### config.mk
export PLATFORM = sky130hd
export DESIGN_NAME = cmd_encoder
export DESIGN_NICKNAME = d
export VERILOG_FILES = /design/src/rtl/cmd_encoder.sv
export SDC_FILE = /design/constraint.sdc
export NUM_CORES = 1
export LEC_CHECK = 0
export CORE_ASPECT_RATIO = 0.9
export CORE_MARGIN = 5
export CORE_UTILIZATION = 50
export CTS_BUF_LIST = sky130_fd_sc_hd__clkbuf_4
export DETAILED_ROUTE_END_ITERATION = 12
export GPL_ROUTABILITY_DRIVEN = 1
export GPL_TIMING_DRIVEN = 0
export PLACE_DENSITY = 0.69
export REMOVE_ABC_BUFFERS = 1
export SETUP_SLACK_MARGIN = 0.2
export SLEW_MARGIN = 5
export SYNTH_ARGS = -nofsm -noshare
export SYNTH_HDL_FRONTEND = slang
export SYNTH_SLANG_ARGS = --single-unit
### constraint.sdc
create_clock -name clk -period 2.1 [get_ports clk]
set_input_delay 0.315 -clock clk [delete_from_list [all_inputs] [get_ports clk]]
set_output_delay 0.315 -clock clk [all_outputs]
set_load 0.02 [all_outputs]
### src/rtl/cmd_encoder.sv
// ---------------------------------------------------------------------------
// cmd_encoder
//
// Front-panel command encoder for the stopwatch. Each of the three raw push
// buttons is brought into the clk domain through a two-flop synchronizer and
// debounced. The rising edge of the debounced level is a press event. A small
// mode FSM turns press events into the held 3-bit command level consumed by
// the time manager:
//     000 idle, 001 start (run), 010 stop (halt), 100 reset (clear)
//
// Parameters
//   DEBOUNCE_CYCLES : consecutive cycles a synchronized button must hold a
//                     new level before it is accepted (>= 1)
//   RESET_HOLD      : cycles operation stays at 100 after a reset press (>= 1)
//
// Ports
//   clk        in   system clock
//   rst_b      in   asynchronous, active-low reset
//   btn_start  in   raw start button, active-high, asynchronous to clk
//   btn_stop   in   raw stop button, active-high, asynchronous to clk
//   btn_reset  in   raw reset button, active-high, asynchronous to clk
//   operation  out  registered command level (held, not a pulse)
//   cmd_valid  out  one-cycle pulse on the first cycle operation shows the
//                   state entered by an accepted press
//   busy       out  high while clearing; presses are dropped meanwhile
// ---------------------------------------------------------------------------
module cmd_encoder #(
    parameter int DEBOUNCE_CYCLES = 16,
    parameter int RESET_HOLD      = 4
) (
    input  logic       clk,
    input  logic       rst_b,
    input  logic       btn_start,
    input  logic       btn_stop,
    input  logic       btn_reset,
    output logic [2:0] operation,
    output logic       cmd_valid,
    output logic       busy
);

    localparam int DEB_W  = $clog2(DEBOUNCE_CYCLES + 1);
    localparam int HOLD_W = $clog2(RESET_HOLD + 1);

    // The counter compares against N-1 because the edge that would bring it
    // to N is the same edge on which the new level is taken.
    localparam logic [DEB_W-1:0]  DEB_LAST  = DEB_W'(DEBOUNCE_CYCLES - 1);
    localparam logic [HOLD_W-1:0] HOLD_LAST = HOLD_W'(RESET_HOLD - 1);

    localparam logic [2:0] OP_IDLE  = 3'b000;
    localparam logic [2:0] OP_RUN   = 3'b001;
    localparam logic [2:0] OP_HALT  = 3'b010;
    localparam logic [2:0] OP_CLEAR = 3'b100;

    // Button index: 0 start, 1 stop, 2 reset.
    localparam int BTN_START = 0;
    localparam int BTN_STOP  = 1;
    localparam int BTN_RESET = 2;

    logic [2:0] btn_raw;
    logic [2:0] press;

    assign btn_raw = {btn_reset, btn_stop, btn_start};

    // -----------------------------------------------------------------------
    // Per-button synchronizer + debouncer + rising-edge detect
    // -----------------------------------------------------------------------
    genvar gi;
    generate
        for (gi = 0; gi < 3; gi++) begin : g_btn
            logic             sync1_reg;
            logic             sync2_reg;
            logic             deb_reg;
            logic             deb_prev_reg;
            logic [DEB_W-1:0] cnt_reg;

            always_ff @(posedge clk or negedge rst_b) begin
                if (!rst_b) begin
                    sync1_reg    <= 1'b0;
                    sync2_reg    <= 1'b0;
                    deb_reg      <= 1'b0;
                    deb_prev_reg <= 1'b0;
                    cnt_reg      <= '0;
                end else begin
                    sync1_reg    <= btn_raw[gi];
                    sync2_reg    <= sync1_reg;
                    deb_prev_reg <= deb_reg;
                    if (sync2_reg == deb_reg) begin
                        // Any sample matching the accepted level restarts
                        // the qualification window.
                        cnt_reg <= '0;
                    end else if (cnt_reg == DEB_LAST) begin
                        deb_reg <= sync2_reg;
                        cnt_reg <= '0;
                    end else begin
                        cnt_reg <= cnt_reg + 1'b1;
                    end
                end
            end

            // Only the debounced rise is an event; releases are silent.
            assign press[gi] = deb_reg & ~deb_prev_reg;
        end
    endgenerate

    // -----------------------------------------------------------------------
    // Priority select: reset > stop > start. At most one of these is high,
    // so a lower-priority press arriving with a higher one is simply lost.
    // -----------------------------------------------------------------------
    logic sel_reset;
    logic sel_stop;
    logic sel_start;

    assign sel_reset = press[BTN_RESET];
    assign sel_stop  = press[BTN_STOP]  & ~press[BTN_RESET];
    assign sel_start = press[BTN_START] & ~press[BTN_STOP] & ~press[BTN_RESET];

    // -----------------------------------------------------------------------
    // Mode FSM with registered outputs
    // -----------------------------------------------------------------------
    typedef enum logic [1:0] {
        ST_IDLE,
        ST_RUN,
        ST_HALT,
        ST_CLEAR
    } state_t;

    state_t              state_reg;
    logic [2:0]          operation_reg;
    logic                cmd_valid_reg;
    logic                busy_reg;
    logic [HOLD_W-1:0]   hold_cnt_reg;

    always_ff @(posedge clk or negedge rst_b) begin
        if (!rst_b) begin
            state_reg     <= ST_IDLE;
            operation_reg <= OP_IDLE;
            cmd_valid_reg <= 1'b0;
            busy_reg      <= 1'b0;
            hold_cnt_reg  <= '0;
        end else begin
            cmd_valid_reg <= 1'b0;
            case (state_reg)
                // IDLE and HALT react identically: start resumes, stop is
                // a no-op, reset clears.
                ST_IDLE, ST_HALT: begin
                    if (sel_reset) begin
                        state_reg     <= ST_CLEAR;
                        operation_reg <= OP_CLEAR;
                        busy_reg      <= 1'b1;
                        hold_cnt_reg  <= '0;
                        cmd_valid_reg <= 1'b1;
                    end else if (sel_start) begin
                        state_reg     <= ST_RUN;
                        operation_reg <= OP_RUN;
                        cmd_valid_reg <= 1'b1;
                    end
                end

                ST_RUN: begin
                    if (sel_reset) begin
                        state_reg     <= ST_CLEAR;
                        operation_reg <= OP_CLEAR;
                        busy_reg      <= 1'b1;
                        hold_cnt_reg  <= '0;
                        cmd_valid_reg <= 1'b1;
                    end else if (sel_stop) begin
                        state_reg     <= ST_HALT;
                        operation_reg <= OP_HALT;
                        cmd_valid_reg <= 1'b1;
                    end
                end

                // Every press event seen here is consumed and dropped,
                // including one coinciding with the exit edge.
                ST_CLEAR: begin
                    if (hold_cnt_reg == HOLD_LAST) begin
                        state_reg     <= ST_IDLE;
                        operation_reg <= OP_IDLE;
                        busy_reg      <= 1'b0;
                        hold_cnt_reg  <= '0;
                    end else begin
                        hold_cnt_reg  <= hold_cnt_reg + 1'b1;
                    end
                end

                default: begin
                    state_reg     <= ST_IDLE;
                    operation_reg <= OP_IDLE;
                    busy_reg      <= 1'b0;
                    hold_cnt_reg  <= '0;
                end
            endcase
        end
    end

    assign operation = operation_reg;
    assign cmd_valid = cmd_valid_reg;
    assign busy      = busy_reg;

endmodule
Yosys cells after proc, flatten, opt, wreduce, memory -nomap -nowiden
Cells that the tools add are included.
Storage, ports and cells
  bits in registers: 37
  input bits: 5
  output and inout port bits: 5
  logic and storage cells: 89
Cells by class
  add/sub/neg operators: 4
  equality and inequality tests: 14
  mux-type cells: 29
  bitwise gates (word level): 14
  reduce and logical (&&, ||, !) cells: 8
Operators by type and width (number)
  two-way mux 5 bit: 6
  two-way mux 3 bit: 7
  adder 5 x 1 -> 5 bit (second input constant): 3
  == test 5 x 4 -> 1 bit (second input constant): 3
  two-way mux 2 bit: 5
  case mux 3 bit (3 select lines): 1
  inverter 1 bit: 8
  AND reduction 2 bit: 4
  AND 1 bit: 6
  two-way mux 1 bit: 6
  inequality test 3 bit (second input constant): 2
  case mux 2 bit (3 select lines): 1
  case mux 3 bit (2 select lines): 1
  == test 2 bit (second input constant): 2
  case mux 1 bit (2 select lines): 2
  adder 3 x 1 -> 3 bit (second input constant): 1
  == test 1 bit: 3
  == test 3 x 2 -> 1 bit (second input constant): 1
  AND reduction 3 bit: 1
  OR reduction 3 bit: 1
  == test 2 x 1 -> 1 bit (second input constant): 1
  logical NOT 2 bit: 1
  inequality test 2 x 1 -> 1 bit (second input constant): 1
  inequality test 2 bit (second input constant): 1
  OR reduction 2 bit: 1

Depth between registers and ports, before layout
  depth in word-level cells: 8
  mapped depth: 5
  depth with buffers taken out: 4

Least setup slack after synthesis
Ideal clock, no wire load.
  path type: register to register
  start point: register g_btn[2].cnt_reg[0]
  end point: register g_btn[2].deb_reg
  library setup time: 0.125 ns
  data arrival time: 1.045 ns
  data required time: 1.975 ns
  setup slack: 0.930 ns
  stages on the path, launching flop included: 5
  buffers on the path: 0
  clock period less this slack: 1.170 ns
  cells stage by stage: dfrtp_1 -> ha_1 -> nand3_1 -> nor2_1 -> mux2_2
On the way
  word-level cells in the longest chain between the ends: 2
Ends and longest elaborated chain
  start: declaration: line 74  | logic [DEB_W-1:0] cnt_reg;
  start signal: assignment: line 95  | cnt_reg <= cnt_reg + 1'b1;
  == test 5 x 4 -> 1 bit: line 91  | end else if (cnt_reg == DEB_LAST) begin
  AND reduction 2 bit (no line)
  end signal: assignment: line 92  | deb_reg <= sync2_reg;
  end: declaration: line 72  | logic deb_reg;
Every way passes these cells.
A chain may end at the register's enable or synchronous reset.

Worst setup path after layout
  start point: register operation_reg[0], in the netlist operation[0]
  end point: output port operation[0]
RTL lines
  start: declaration: line 128  | logic [2:0] operation_reg;
  start signal: assignment: line 136  | operation_reg <= OP_IDLE;
  start signal: assignment: line 148  | operation_reg <= OP_CLEAR;
  start signal: assignment: line 154  | operation_reg <= OP_RUN;
  end: declaration: line 36  | output logic [2:0] operation,
No word-level cell between the ends.

==> impl_metrics.py <==
metrics = {
    "status": {
        "status": "finished clean",
    },
    "clock_tree": {
        "clk_latency_ns": 0.33,
        "cts-hold-fix-buffers": 0,
        "post_cts_buffers": 0,
        "cts_inserted_buffers": 5,
        "cts.sinks": 37,
        "clockBufferDepth": 2,
        "root_buffer": "clkbuf_4",
        "cts_tree": "done",
        "htree_levels": 2,
        "cts_resized": 0,
        "clk_pin_slew_worst_paths_ns": 0.10,
    },
    "global_routing": {
        "grt-ovfl-total": 0,
        "grt_pass1_vias": 930,
        "grt.met1_usage_pct": 14.87,
        "antenna_found_initial": 0,
        "grt_busiest_layer": "met2",
        "grt_max_degree": 38,
        "grt_pass1_wl_um": 3898,
        "use_met2_pct": 21.22,
        "met3_usage_pct": 4.856,
        "grt_usage_pct": 13.22,
    },
    "layout": {
        "n_antenna_cell": 0,
        "largest_reg_flops": 15,
        "utilization_pct": 59.24,
        "nFillCells": 234,
        "design_area_um2": 1668,
        "drive_gt1_share_pct": 11.11,
        "syn2layout_area_growth_pct": 11.08,
        "final_nets": 144,
    },
    "die": {
        "start_util_pct": 53.33,
        "core_um2": 2815,
        "fp.dieH_um": 61.99,
        "rows": 18,
        "pin_count": 10,
        "fp.dieW_um": 67.76,
        "dieArea_um2": 4200,
    },
    "timing": {
        "maxSlewHeadroom_pct": 48.05,
        "slew_violations": 0,
        "clock.fmax_ghz": 0.6089,
        "skew_ns": 0.009105,
        "setup_violations": 0,
        "hold_viol": 0,
        "tightest_slew_ns": 0.7793,
        "rsz0062_at_grt": "false",
        "timing.final.crit_period_ns": 1.642,
        "post-route-period-util_pct": 78.20,
        "timing.final.ws_setup_ns": 0.4578,
        "hold_ws_ns": 0.05359,
    },
    "critical_path": {
        "cp.arrival_ns": 1.33,
        "cp_max_fo": 2,
        "crit_family": "buffers and inverters",
        "crit_type": "reg2out",
        "crit_cells": 1,
        "crit_chain": "clkdlybuf4s50_1",
        "path_buf_inv": 1,
        "critPathRequiredTime_ns": 1.78,
        "r2r_cells": 4,
        "cp_slowest_stage_delay_ns": 0.63,
        "slowest_stage": "clkdlybuf4s50_1",
        "worstSetupEndpointType": "output pin",
        "cp-start-kind": "flip-flop",
    },
    "pwr": {
        "p_per_area_nw_per_um2": 693.0,
        "net-switching-power_uw": 258.8,
        "power_frac_comb_pct": 5.5,
        "pwr-share-seq_pct": 65.1,
        "leakage_uw": 0.0008437,
        "vdd_drop_max_mv": 0.5463,
        "pwr-share-clk_pct": 29.4,
        "swShare_pct": 22.39,
        "internal_power_uw": 897.1,
    },
    "synth": {
        "netlist_instances": 122,
        "synthesis.area_um2": 1501,
        "synth-seq-area-share_pct": 61.67,
        "synth_xor_area_share_pct": 5.250,
        "synth_top_cell_by_area": "dfrtp_1",
        "yosys.area_share.adder_pct": 3.333,
        "syn_area_per_cell_um2": 12.31,
        "yosys.area_share.simple_pct": 12.75,
        "synth_top_area_share_pct": 61.67,
        "synth_edf_count": 0,
        "synthTopCellsByArea": "dfrtp_1 62%, xor2_1 5.2%, ha_1 3.3%, nor2_1 3.2%, nand3_1 2.3%",
        "postSynthRegisterBits": 37,
        "async_flop_share_pct": 100.0,
        "yosys-mux-area-fraction_pct": 2.250,
        "ys.flop_type": "dfrtp_1",
        "synth-compound-area-share_pct": 12.33,
        "synth_top_family_by_area": "simple AND/OR/NAND/NOR gates",
        "yosys_warnings": 0,
        "ys_types": 33,
    },
    "placed_design": {
        "port_buffers": 9,
        "hpwlAfterDp_um": 1575,
        "gp_congestion": 0.7889,
        "pre_cts_ws_ns": 0.7811,
        "dpl-instance-area_um2": 1619,
    },
    "routing": {
        "drcViolationCount": 0,
        "routedWlPerCell_um": 13.03,
        "dr.pass1.iters": 4,
        "ant_nets": 0,
        "dr.first_iter.drc_count": 22,
        "vias": 906,
        "avgViaCountPerCell": 5.177,
        "wl_um": 2281,
    },
    "worst_hold_path": {
        "hold_class": "in2async",
    },
    "job": {
        "maxCapViolCount": 0,
    },
}
==> path summary, 6_finish.rpt <==
check                                   start             endpoint  slack, ns
hold / removal                          rst_b      hold_cnt_reg[0]       0.05
setup reg to reg                 state_reg[0]         operation[1]       0.75
min in group clk           g_btn[2].sync1_reg   g_btn[2].sync2_reg       0.36
hold reg to reg            g_btn[2].sync1_reg   g_btn[2].sync2_reg       0.36
setup / recovery                 operation[0]         operation[0]       0.46
max in group asynchronous               rst_b  g_btn[1].cnt_reg[1]       1.55
==> power by group through the flow <==
stage | clock [uW] | combinational (uW) | sequential, uW
final | 340 | 63.7 | 752
after floorplan | 0 | 31.9 | 766
after global placement | 0 | 64.0 | 765
after detailed placement | 0 | 65.2 | 767
after CTS | 359 | 65.9 | 753
after global routing | 387 | 74.6 | 756
==> layout by cell type, fill, tap and decap left out, drive strengths merged, types with 4 or more instances in the layout <==
master         Yosys  layout
clkdlybuf4s50      0       8
nand3              7       7
a21oi              8       8
xor2               9       9
o21ai              6       6
nor2              13      13
clkbuf             0       6
inv                5       5
nand2              4       4
ha                 4       4
dfrtp             37      37
==> cells in the mapped netlist, drive strengths merged, types with 2 or more instances <==
library cell	number
nand2	4
and3	3
xor2	9
and2b	2
o21ai	6
buf	3
dfrtp	37
ha	4
mux2	3
and2	3
inv	5
nor2	13
a21o	2
a21oi	8
nand3	7
nand2b	3
==> per-stage QoR <==
step | setup TNS (ns) | std cells | power, uW
CTS | 0 | 175 | 1178
floorplan | 0 | 119 | 797.9
global placement | -0.9112 | 168 | 829.3
finish | 0 | 175 | 1156
global route | 0 | 175 | 1217
detailed placement | 0 | 168 | 831.9
==> layout make-up <==
| class | count | area [um^2] | share of cell area (%) |
|---|---|---|---|
| inverter | 5 | 18.77 | 1.125 |
| sequential | 37 | 925.9 | 55.51 |
| clock inverter | 1 | 3.754 | 0.2251 |
| multi-input combinational | 77 | 539.3 | 32.33 |
| timing repair buffer | 9 | 85.08 | 5.101 |
| tap | 40 | 50.05 | 3.001 |
| clock buffer | 6 | 45.04 | 2.701 |
==> per-layer routing <==
layer	up-vias	wire [um]	part of all wire [%]
met5	-	0	0
met1	446	1022	45
met3	7	100	4.4
met4	0	55	2.4
met2	10	1103	48
li1	443	-	-
==> logic make-up (layout without fill, tap and decap cells) <==
group | Yosys count | count (layout)
simple gates | 36 | 36
buf+inv | 8 | 21
compound gates | 25 | 25
xor+xnor | 9 | 9
mux | 3 | 3
fa+ha+maj | 4 | 4
flops | 37 | 37
Note: power is estimated with default switching activity, not from simulation.
